$ cat src/rtl/protect_latch.sv
// Protection latch: blanks gate drive on any filtered fault, captures the first-fault
// code, and re-arms only after a fault-free hold period and a fresh Clr rising edge.
`timescale 1ns/1ps
module protect_latch #(
    parameter logic [7:0] HOLD_CYC = 8'd200
) (
    input  logic       clk,
    input  logic       Rst_n,
    input  logic [3:0] Prt_dly,
    input  logic       Clr,
    input  logic [3:0] PWM_in,
    output logic [3:0] PWM_out,
    output logic       Flt_n,
    output logic [3:0] Flt_code
);

    typedef enum logic [2:0] {
        ST_RUN      = 3'd0,
        ST_TRIP     = 3'd1,
        ST_HOLD     = 3'd2,
        ST_WAIT_CLR = 3'd3
    } state_e;

    state_e     state_q, state_d;
    logic [7:0] cnt_q, cnt_d;
    logic [3:0] code_q, code_d;
    logic       clr_q;
    logic       flt_n_q;
    logic       fault_s;
    logic       clr_rise_s;

    assign fault_s    = |Prt_dly;
    assign clr_rise_s = Clr & ~clr_q;

    // State register; Clr history resets high so a Clr held through reset is not an edge
    always_ff @(posedge clk) begin
        if (!Rst_n) begin
            state_q <= ST_HOLD;
            cnt_q   <= 8'd0;
            code_q  <= 4'b0000;
            clr_q   <= 1'b1;
            flt_n_q <= 1'b0;
        end else begin
            state_q <= state_d;
            cnt_q   <= cnt_d;
            code_q  <= code_d;
            clr_q   <= Clr;
            flt_n_q <= (state_d == ST_RUN);
        end
    end

    // Next-state, hold counter and first-fault capture
    always_comb begin
        state_d = state_q;
        cnt_d   = cnt_q;
        code_d  = code_q;
        case (state_q)
            ST_RUN: begin
                if (fault_s) begin
                    state_d = ST_TRIP;
                    code_d  = Prt_dly;
                end else begin
                    state_d = ST_RUN;
                end
            end
            ST_TRIP: begin
                state_d = ST_HOLD;
                cnt_d   = 8'd0;
            end
            ST_HOLD: begin
                if (fault_s) begin
                    cnt_d = 8'd0;
                end else if (cnt_q >= HOLD_CYC) begin
                    state_d = ST_WAIT_CLR;
                end else begin
                    cnt_d = cnt_q + 8'd1;
                end
            end
            ST_WAIT_CLR: begin
                // A fault in the same cycle as the Clr edge wins
                if (fault_s) begin
                    state_d = ST_HOLD;
                    cnt_d   = 8'd0;
                end else if (clr_rise_s) begin
                    state_d = ST_RUN;
                    code_d  = 4'b0000;
                end else begin
                    state_d = ST_WAIT_CLR;
                end
            end
            default: begin
                state_d = ST_TRIP;
            end
        endcase
    end

    // Gate drive passes only in RUN with no fault present, blanking in the fault cycle itself
    always_comb begin
        if ((state_q == ST_RUN) && !fault_s && Rst_n) begin
            PWM_out = PWM_in;
        end else begin
            PWM_out = 4'b0000;
        end
    end

    assign Flt_n    = flt_n_q;
    assign Flt_code = code_q;

endmodule

$ cat config.mk
export PLATFORM = sky130hd
export DESIGN_NAME = protect_latch
export DESIGN_NICKNAME = d
export VERILOG_FILES = /design/src/rtl/protect_latch.sv
export SDC_FILE = /design/constraint.sdc
export NUM_CORES = 1
export LEC_CHECK = 0
export ABC_AREA = 1
export CAP_MARGIN = 20
export CORE_MARGIN = 4
export CORE_UTILIZATION = 45
export CTS_BUF_LIST = sky130_fd_sc_hd__clkbuf_4 sky130_fd_sc_hd__clkbuf_8 sky130_fd_sc_hd__clkbuf_16
export DETAILED_ROUTE_END_ITERATION = 16
export PLACE_DENSITY = 0.74
export SLEW_MARGIN = 20
export SYNTH_ARGS = -nofsm -noshare
export SYNTH_HDL_FRONTEND = slang
export SYNTH_SLANG_ARGS = --single-unit
$ cat constraint.sdc
create_clock -name clk -period 1.2 [get_ports clk]
set_input_delay 0.24 -clock clk [delete_from_list [all_inputs] [get_ports clk]]
set_output_delay 0.24 -clock clk [all_outputs]
set_load 0.02 [all_outputs]
==> results of run 1 <==
## logic make-up (layout without fill, tap and decap cells)
| group | Yosys count | count (layout) | synth area share |
|---|---|---|---|
| buf+inv | 27 | 80 | 0.110 |
| simple gates | 87 | 88 | 0.416 |
| flops | 17 | 17 | 0.351 |
| other cells | 1 | 1 | 0.00386 |
| compound gates | 17 | 17 | 0.0941 |
| fa+ha+maj | 2 | 2 | 0.0258 |
## stage by stage
step / total power (uW) / hold slack [ns] / utilization / worst slack, ns / setup TNS [ns]
after floorplan: 698 / 0.332 / - / -0.0400 / -0.160
after detailed placement: 808 / 0.452 / 0.671 / -0.871 / -9.68
after global placement: 803 / 0.450 / 0.671 / -0.791 / -9.05
after global routing: 1270 / 0.270 / 0.808 / -0.371 / -4.06
after CTS: 1180 / 0.244 / 0.748 / -0.302 / -1.22
final: 1220 / 0.242 / 0.808 / -0.317 / -2.96
## Yosys cell counts
cell	instances	area, um^2
nand2_4	2	22.5
nand2_1	38	143
dfxtp_1	17	340
a21oi_1	8	40.0
nand4_1	4	25.0
nor2_4	2	22.5
buf_4	1	7.51
nor2_1	21	78.8
inv_2	1	3.75
nand3_2	2	20.0
buf_2	1	5.00
o21ai_0	6	30.0
o21bai_1	1	7.51
conb_1	1	3.75
inv_1	24	90.1
ha_1	2	25.0
nor3_1	2	10.0
o21ai_1	1	5.00
or2_2	1	6.26
nand2_2	1	6.26
nand3_1	14	70.1
o21ai_2	1	8.76
## flip-flops by register name, summed over array words and instances, names as in the netlist
register  flops
Flt_code      4
Flt_n         1
clr_q         1
state_q       3
cnt_q         8
## layout make-up
cell class	instances	area, um^2
multi-input combinational	108	686
timing repair buffer	51	423
fill	130	384
sequential	17	349
inverter	25	96.3
tap	27	33.8
clock buffer	4	30.0
## power groups by stage
stage	logic, uW	clock network (uW)	registers (uW)
6_report	275	354	594
5_1_grt	293	381	596
4_1_cts	236	348	593
3_5_place_dp	206	0	602
3_3_place_gp	202	0	602
2_1_floorplan	83.2	0	615
## repair_timing
| action | CTS | global route |
|---|---|---|
| pin swaps | 16 | 16 |
| gates cloned | 1 | 0 |
| endpoints found under the setup margin | 23 | 23 |
| hold buffers | 0 | 0 |
| resized for setup | 67 | 35 |
| buffers inserted | 6 | 6 |
## worst max-delay path, delay by kind of cell, from the launching register on
kind,cells,cell delay (ns)
simple gates,4,0.39
flops,1,0.35
buf+inv,2,0.22
## metal layers
layer / routed length [um] / vias to the layer above / global-route usage
li1: - / 585 / -
met1: 1230 / 571 / 0.241
met2: 1780 / 57 / 0.386
met3: 207 / 11 / 0.0272
met4: 92 / 0 / 0.104
met5: 0 / - / 0
## worst min path at each step
stage                           start     endpoint  slack (ns)  depth (start not counted)
after floorplan                   Clr        clr_q        0.33                          2
after global placement    Flt_code[2]  Flt_code[2]        0.45                          2
after detailed placement  Flt_code[1]  Flt_code[1]        0.45                          2
after CTS                         Clr        clr_q        0.24                          3
after global routing              Clr        clr_q        0.27                          3
final                             Clr        clr_q        0.24                          3
==> impl_metrics.env, run 1 <==
export IMPL_switchingPower_uw=365
export IMPL_synth_cell_types=22
export IMPL_cp_end_kind="output port"
export IMPL_hold_class="input pin to flip-flop"
export IMPL_synth_area_um2=971
export IMPL_p_clk_frac=0.290
export IMPL_cts_path_max_buffers=2
export IMPL_arrival_ns=1.28
export IMPL_io_pins=20
export IMPL_nets=219
export IMPL_hold_violations=0
export IMPL_initial_core_util=0.485
export IMPL_gp_congestion=0.804
export IMPL_worstPathMaxFanout=4
export IMPL_violations="setup timing"
export IMPL_r2r_start="state_q[0]"
export IMPL_synthCells=151
export IMPL_avgSynthCellArea_um2=6.43
export IMPL_core_region_area_um2=2000
export IMPL_crit_type="flip-flop to output port"
export IMPL_cts_sinks=17
export IMPL_reg2reg_depth=8
export IMPL_synth_fp_nets=164
export IMPL_p_leak_uw=0.000739
export IMPL_drv_slew=0
export IMPL_required_ns=0.96
export IMPL_dieWidth_um=54.5
export IMPL_postRouteAntennaNets=0
export IMPL_combPwrFrac=0.225
export IMPL_critPathCapture="PWM_out[2]"
export IMPL_startpoint="state_q[0]"
export IMPL_netSwitchingFraction=0.298
export IMPL_fp_dieArea_um2=2960
export IMPL_power_density_nw_per_um2=756
export IMPL_skew_ns=0.00685
export IMPL_first_pass_iters=4
export IMPL_cts_clk_slew_worst_paths_ns=0.11
export IMPL_slowest_delay_ns=0.35
export IMPL_slowest_stage="dfxtp_2"
export IMPL_clk_latency_ns=0.30
export IMPL_fin_crit_sh=1.26
export IMPL_period_needed_ns=1.52
export IMPL_area_growth_pct=66.6
export IMPL_drive_gt1_frac=0.454
export IMPL_yosysSeqAreaShare=0.351
export IMPL_fmax_mhz=659
export IMPL_grt_pass1_wl_um=4510
export IMPL_avgViaCountPerCell=5.28
export IMPL_rsz0062_at_grt="true"
export IMPL_crit_chain="inv_2 -> nand2_4 -> nor2_4 -> nand3_4 -> nor2_1 -> buf_4"
export IMPL_maxCapViolCount=0
export IMPL_cts_buffers=3
export IMPL_fin_area_um2=1620
export IMPL_critPathLaunchType="flip-flop"
export IMPL_setup_viol=18
export IMPL_num_vias=1224
export IMPL_setup_ws_ns=-0.317
export IMPL_run_status="finished with violations"
export IMPL_grt_ovfl_total=0
export IMPL_avgRoutedWirePerCell_um=14.3
export IMPL_drc=0
export IMPL_placedInstanceArea_um2=1340
export IMPL_cts_max_level=1
export IMPL_port_buffers=19
export IMPL_wl_um=3310
export IMPL_instances_no_fill=232
export IMPL_ys_warn_count=0
export IMPL_drtIter0Drc=43
export IMPL_cts_tree="yes"
export IMPL_cts_root_buf="clkbuf_4"
export IMPL_seqPwrFrac=0.486
export IMPL_rows=16
export IMPL_final_cell_mix="34 x nand2_1, 27 x buf_4, 18 x inv_1, 15 x nor2_1, 12 x dfxtp_1"
export IMPL_grt_usage=0.213
export IMPL_yosys_register_bits=17
export IMPL_final_common_cell="nand2_1"
export IMPL_rrSetupSlack_ns=-0.22
export IMPL_insertedDiodeCount=0
export IMPL_grt_max_degree=11
export IMPL_die_h_um=54.5
export IMPL_antenna_found_initial=0
export IMPL_placed_cells=216
export IMPL_ir_drop_v=0.000768
export IMPL_grt_pass1_vias=1103
export IMPL_reg2reg_to="cnt_q[5]"
export IMPL_dpl_hpwl_um=1860
export IMPL_intPower_uw=859
No activity file was read; power rests on OpenSTA's default activity.
==> inputs of run 2 (changes only) <==
--- a/config.mk
+++ b/config.mk
@@ -8,10 +8,11 @@
 export ABC_AREA = 1
 export CAP_MARGIN = 20
 export CORE_MARGIN = 4
-export CORE_UTILIZATION = 45
+export CORE_UTILIZATION = 50
 export CTS_BUF_LIST = sky130_fd_sc_hd__clkbuf_4 sky130_fd_sc_hd__clkbuf_8 sky130_fd_sc_hd__clkbuf_16
 export DETAILED_ROUTE_END_ITERATION = 16
-export PLACE_DENSITY = 0.74
+export PLACE_DENSITY = 0.78
+export SKIP_CTS_REPAIR_TIMING = 1
 export SLEW_MARGIN = 20
 export SYNTH_ARGS = -nofsm -noshare
 export SYNTH_HDL_FRONTEND = slang
==> constraint.sdc (replaced) <==
create_clock -name clk -period 1.8 [get_ports clk]
set_input_delay 0.36 -clock clk [delete_from_list [all_inputs] [get_ports clk]]
set_output_delay 0.36 -clock clk [all_outputs]
set_load 0.02 [all_outputs]
==> impl_metrics.env, run 2 (synthesis gave the netlist of run 1 again) <==
export IMPL_grt_usage=0.193
export IMPL_cp_end_kind="output port"
export IMPL_hold_violations=0
export IMPL_clk_latency_ns=0.28
export IMPL_first_pass_iters=4
export IMPL_die_h_um=52.1
export IMPL_antenna_found_initial=0
export IMPL_maxCapViolCount=0
export IMPL_cts_tree="yes"
export IMPL_slowest_stage="dfxtp_1"
export IMPL_skew_ns=0.000975
export IMPL_gp_congestion=0.807
export IMPL_drtIter0Drc=29
export IMPL_grt_pass1_vias=938
export IMPL_arrival_ns=1.37
export IMPL_hold_start="Prt_dly[1]"
export IMPL_slowest_delay_ns=0.34
export IMPL_dpl_hpwl_um=1830
export IMPL_nets=195
export IMPL_r2r_start="cnt_q[1]"
export IMPL_p_leak_uw=0.000628
export IMPL_avgViaCountPerCell=5.02
export IMPL_port_buffers=19
export IMPL_utilization=0.737
export IMPL_cts_sinks=17
export IMPL_num_vias=1035
export IMPL_wl_um=2440
export IMPL_min_to="Flt_code[1]"
export IMPL_top_register="cnt_q"
export IMPL_drc=0
export IMPL_grt_ovfl_total=0
export IMPL_drv_slew=0
export IMPL_worstPathMaxFanout=4
export IMPL_cts_clk_slew_worst_paths_ns=0.10
export IMPL_fin_area_um2=1310
export IMPL_reg2reg_depth=9
export IMPL_grt_pass1_wl_um=3940
export IMPL_postRouteAntennaNets=0
export IMPL_min_delay_path_depth=3
export IMPL_drive_gt1_frac=0.193
export IMPL_run_status="completed"
export IMPL_fmax_mhz=580
export IMPL_critPathLaunchType="flip-flop"
export IMPL_cts_buffers=3
export IMPL_cts_path_max_buffers=2
export IMPL_power_density_nw_per_um2=569
export IMPL_avgRoutedWirePerCell_um=11.8
export IMPL_ir_drop_v=0.000619
export IMPL_setup_viol=0
export IMPL_io_pins=20
export IMPL_grt_max_degree=11
export IMPL_p_total_uw=748
export IMPL_rows=15
export IMPL_final_cell_mix="38 x nand2_1, 23 x inv_1, 17 x dfxtp_1, 15 x nor2_1, 13 x nand3_1"
export IMPL_placedInstanceArea_um2=1250
export IMPL_area_growth_pct=35.3
export IMPL_insertedDiodeCount=0
export IMPL_fillers=142
export IMPL_rrSetupSlack_ns=0.32
export IMPL_reg2reg_to="cnt_q[6]"
export IMPL_fin_crit_sh=0.959
export IMPL_final_common_cell="nand2_1"
export IMPL_largest_register_ffs=8
export IMPL_crit_chain="inv_1 -> nand2_1 -> nor2_2 -> nand3_4 -> nor2_2 -> buf_4"
export IMPL_path_common_cell="nor2_2"
export IMPL_cts_root_buf="clkbuf_4"
export IMPL_fp_dieArea_um2=2710
export IMPL_crit_type="flip-flop to output port"
export IMPL_hold_class="input pin to flip-flop"
export IMPL_cts_max_level=1
export IMPL_dieWidth_um=52.1
export IMPL_initial_core_util=0.545
export IMPL_required_ns=1.44
export IMPL_core_region_area_um2=1780
export IMPL_period_needed_ns=1.73
-- run 2: cell type report --
class	instances	area, um^2	share of cell area
Clock buffer	4	30.0	0.0229
Inverter	25	93.8	0.0714
Multi-Input combinational cell	107	557	0.424
Sequential cell	17	340	0.259
Tap cell	25	31.3	0.0238
Timing Repair Buffer	28	262	0.199
-- run 2: critical path: cells and delay by family (launching register included) --
family | cells | cell delay [ns]
buf+inv | 2 | 0.23
simple gates | 4 | 0.49
flops | 1 | 0.34
-- run 2: layer usage --
| metal | share of wire | global-route usage | up-vias |
|---|---|---|---|
| met1 | 0.43 | 0.251 | 463 |
| met5 | 0 | 0 | - |
| met3 | 0.064 | 0.0401 | 4 |
| li1 | - | - | 530 |
| met4 | 0.0082 | 0.0524 | 0 |
| met2 | 0.49 | 0.318 | 38 |
-- run 2: stage by stage --
stage          TNS, ns  setup WS (ns)  std cells  hold WS, ns
4_1_cts          -1.87         -0.498        206        0.478
2_1_floorplan        0          0.355        151        0.452
5_1_grt        -0.0201        -0.0147        206        0.392
6_report             0         0.0747        206        0.386
3_5_place_dp     -1.91         -0.496        202        0.462
3_3_place_gp     -1.73         -0.432        202        0.449
-- run 2: power by group --
group / internal, uW / switching (uW) / leakage (uW) / total (uW)
registers: 388 / 6.20 / 0.000139 / 394
logic: 58.8 / 73.3 / 0.000471 / 132
clock network: 101 / 121 / 0.0000184 / 222
total: 548 / 201 / 0.000628 / 748
-- run 2: worst max path at each step --
stage	startpoint	end	slack [ns]	cells after the start
after floorplan	Prt_dly[0]	PWM_out[0]	0.36	5
after global placement	Prt_dly[0]	PWM_out[2]	-0.43	7
after detailed placement	Prt_dly[0]	PWM_out[1]	-0.50	7
after CTS	Prt_dly[0]	PWM_out[1]	-0.50	7
after global routing	state_q[1]	PWM_out[0]	-0.01	6
final	state_q[1]	PWM_out[0]	0.07	6
==> inputs of run 3 (changes only) <==
--- a/config.mk
+++ b/config.mk
@@ -6,7 +6,6 @@
 export NUM_CORES = 1
 export LEC_CHECK = 0
 export ABC_AREA = 1
-export CAP_MARGIN = 20
 export CORE_MARGIN = 4
 export CORE_UTILIZATION = 50
 export CTS_BUF_LIST = sky130_fd_sc_hd__clkbuf_4 sky130_fd_sc_hd__clkbuf_8 sky130_fd_sc_hd__clkbuf_16
==> results of run 3 <==
No change in the layout: final DEF, timing and power equal those of run 2.
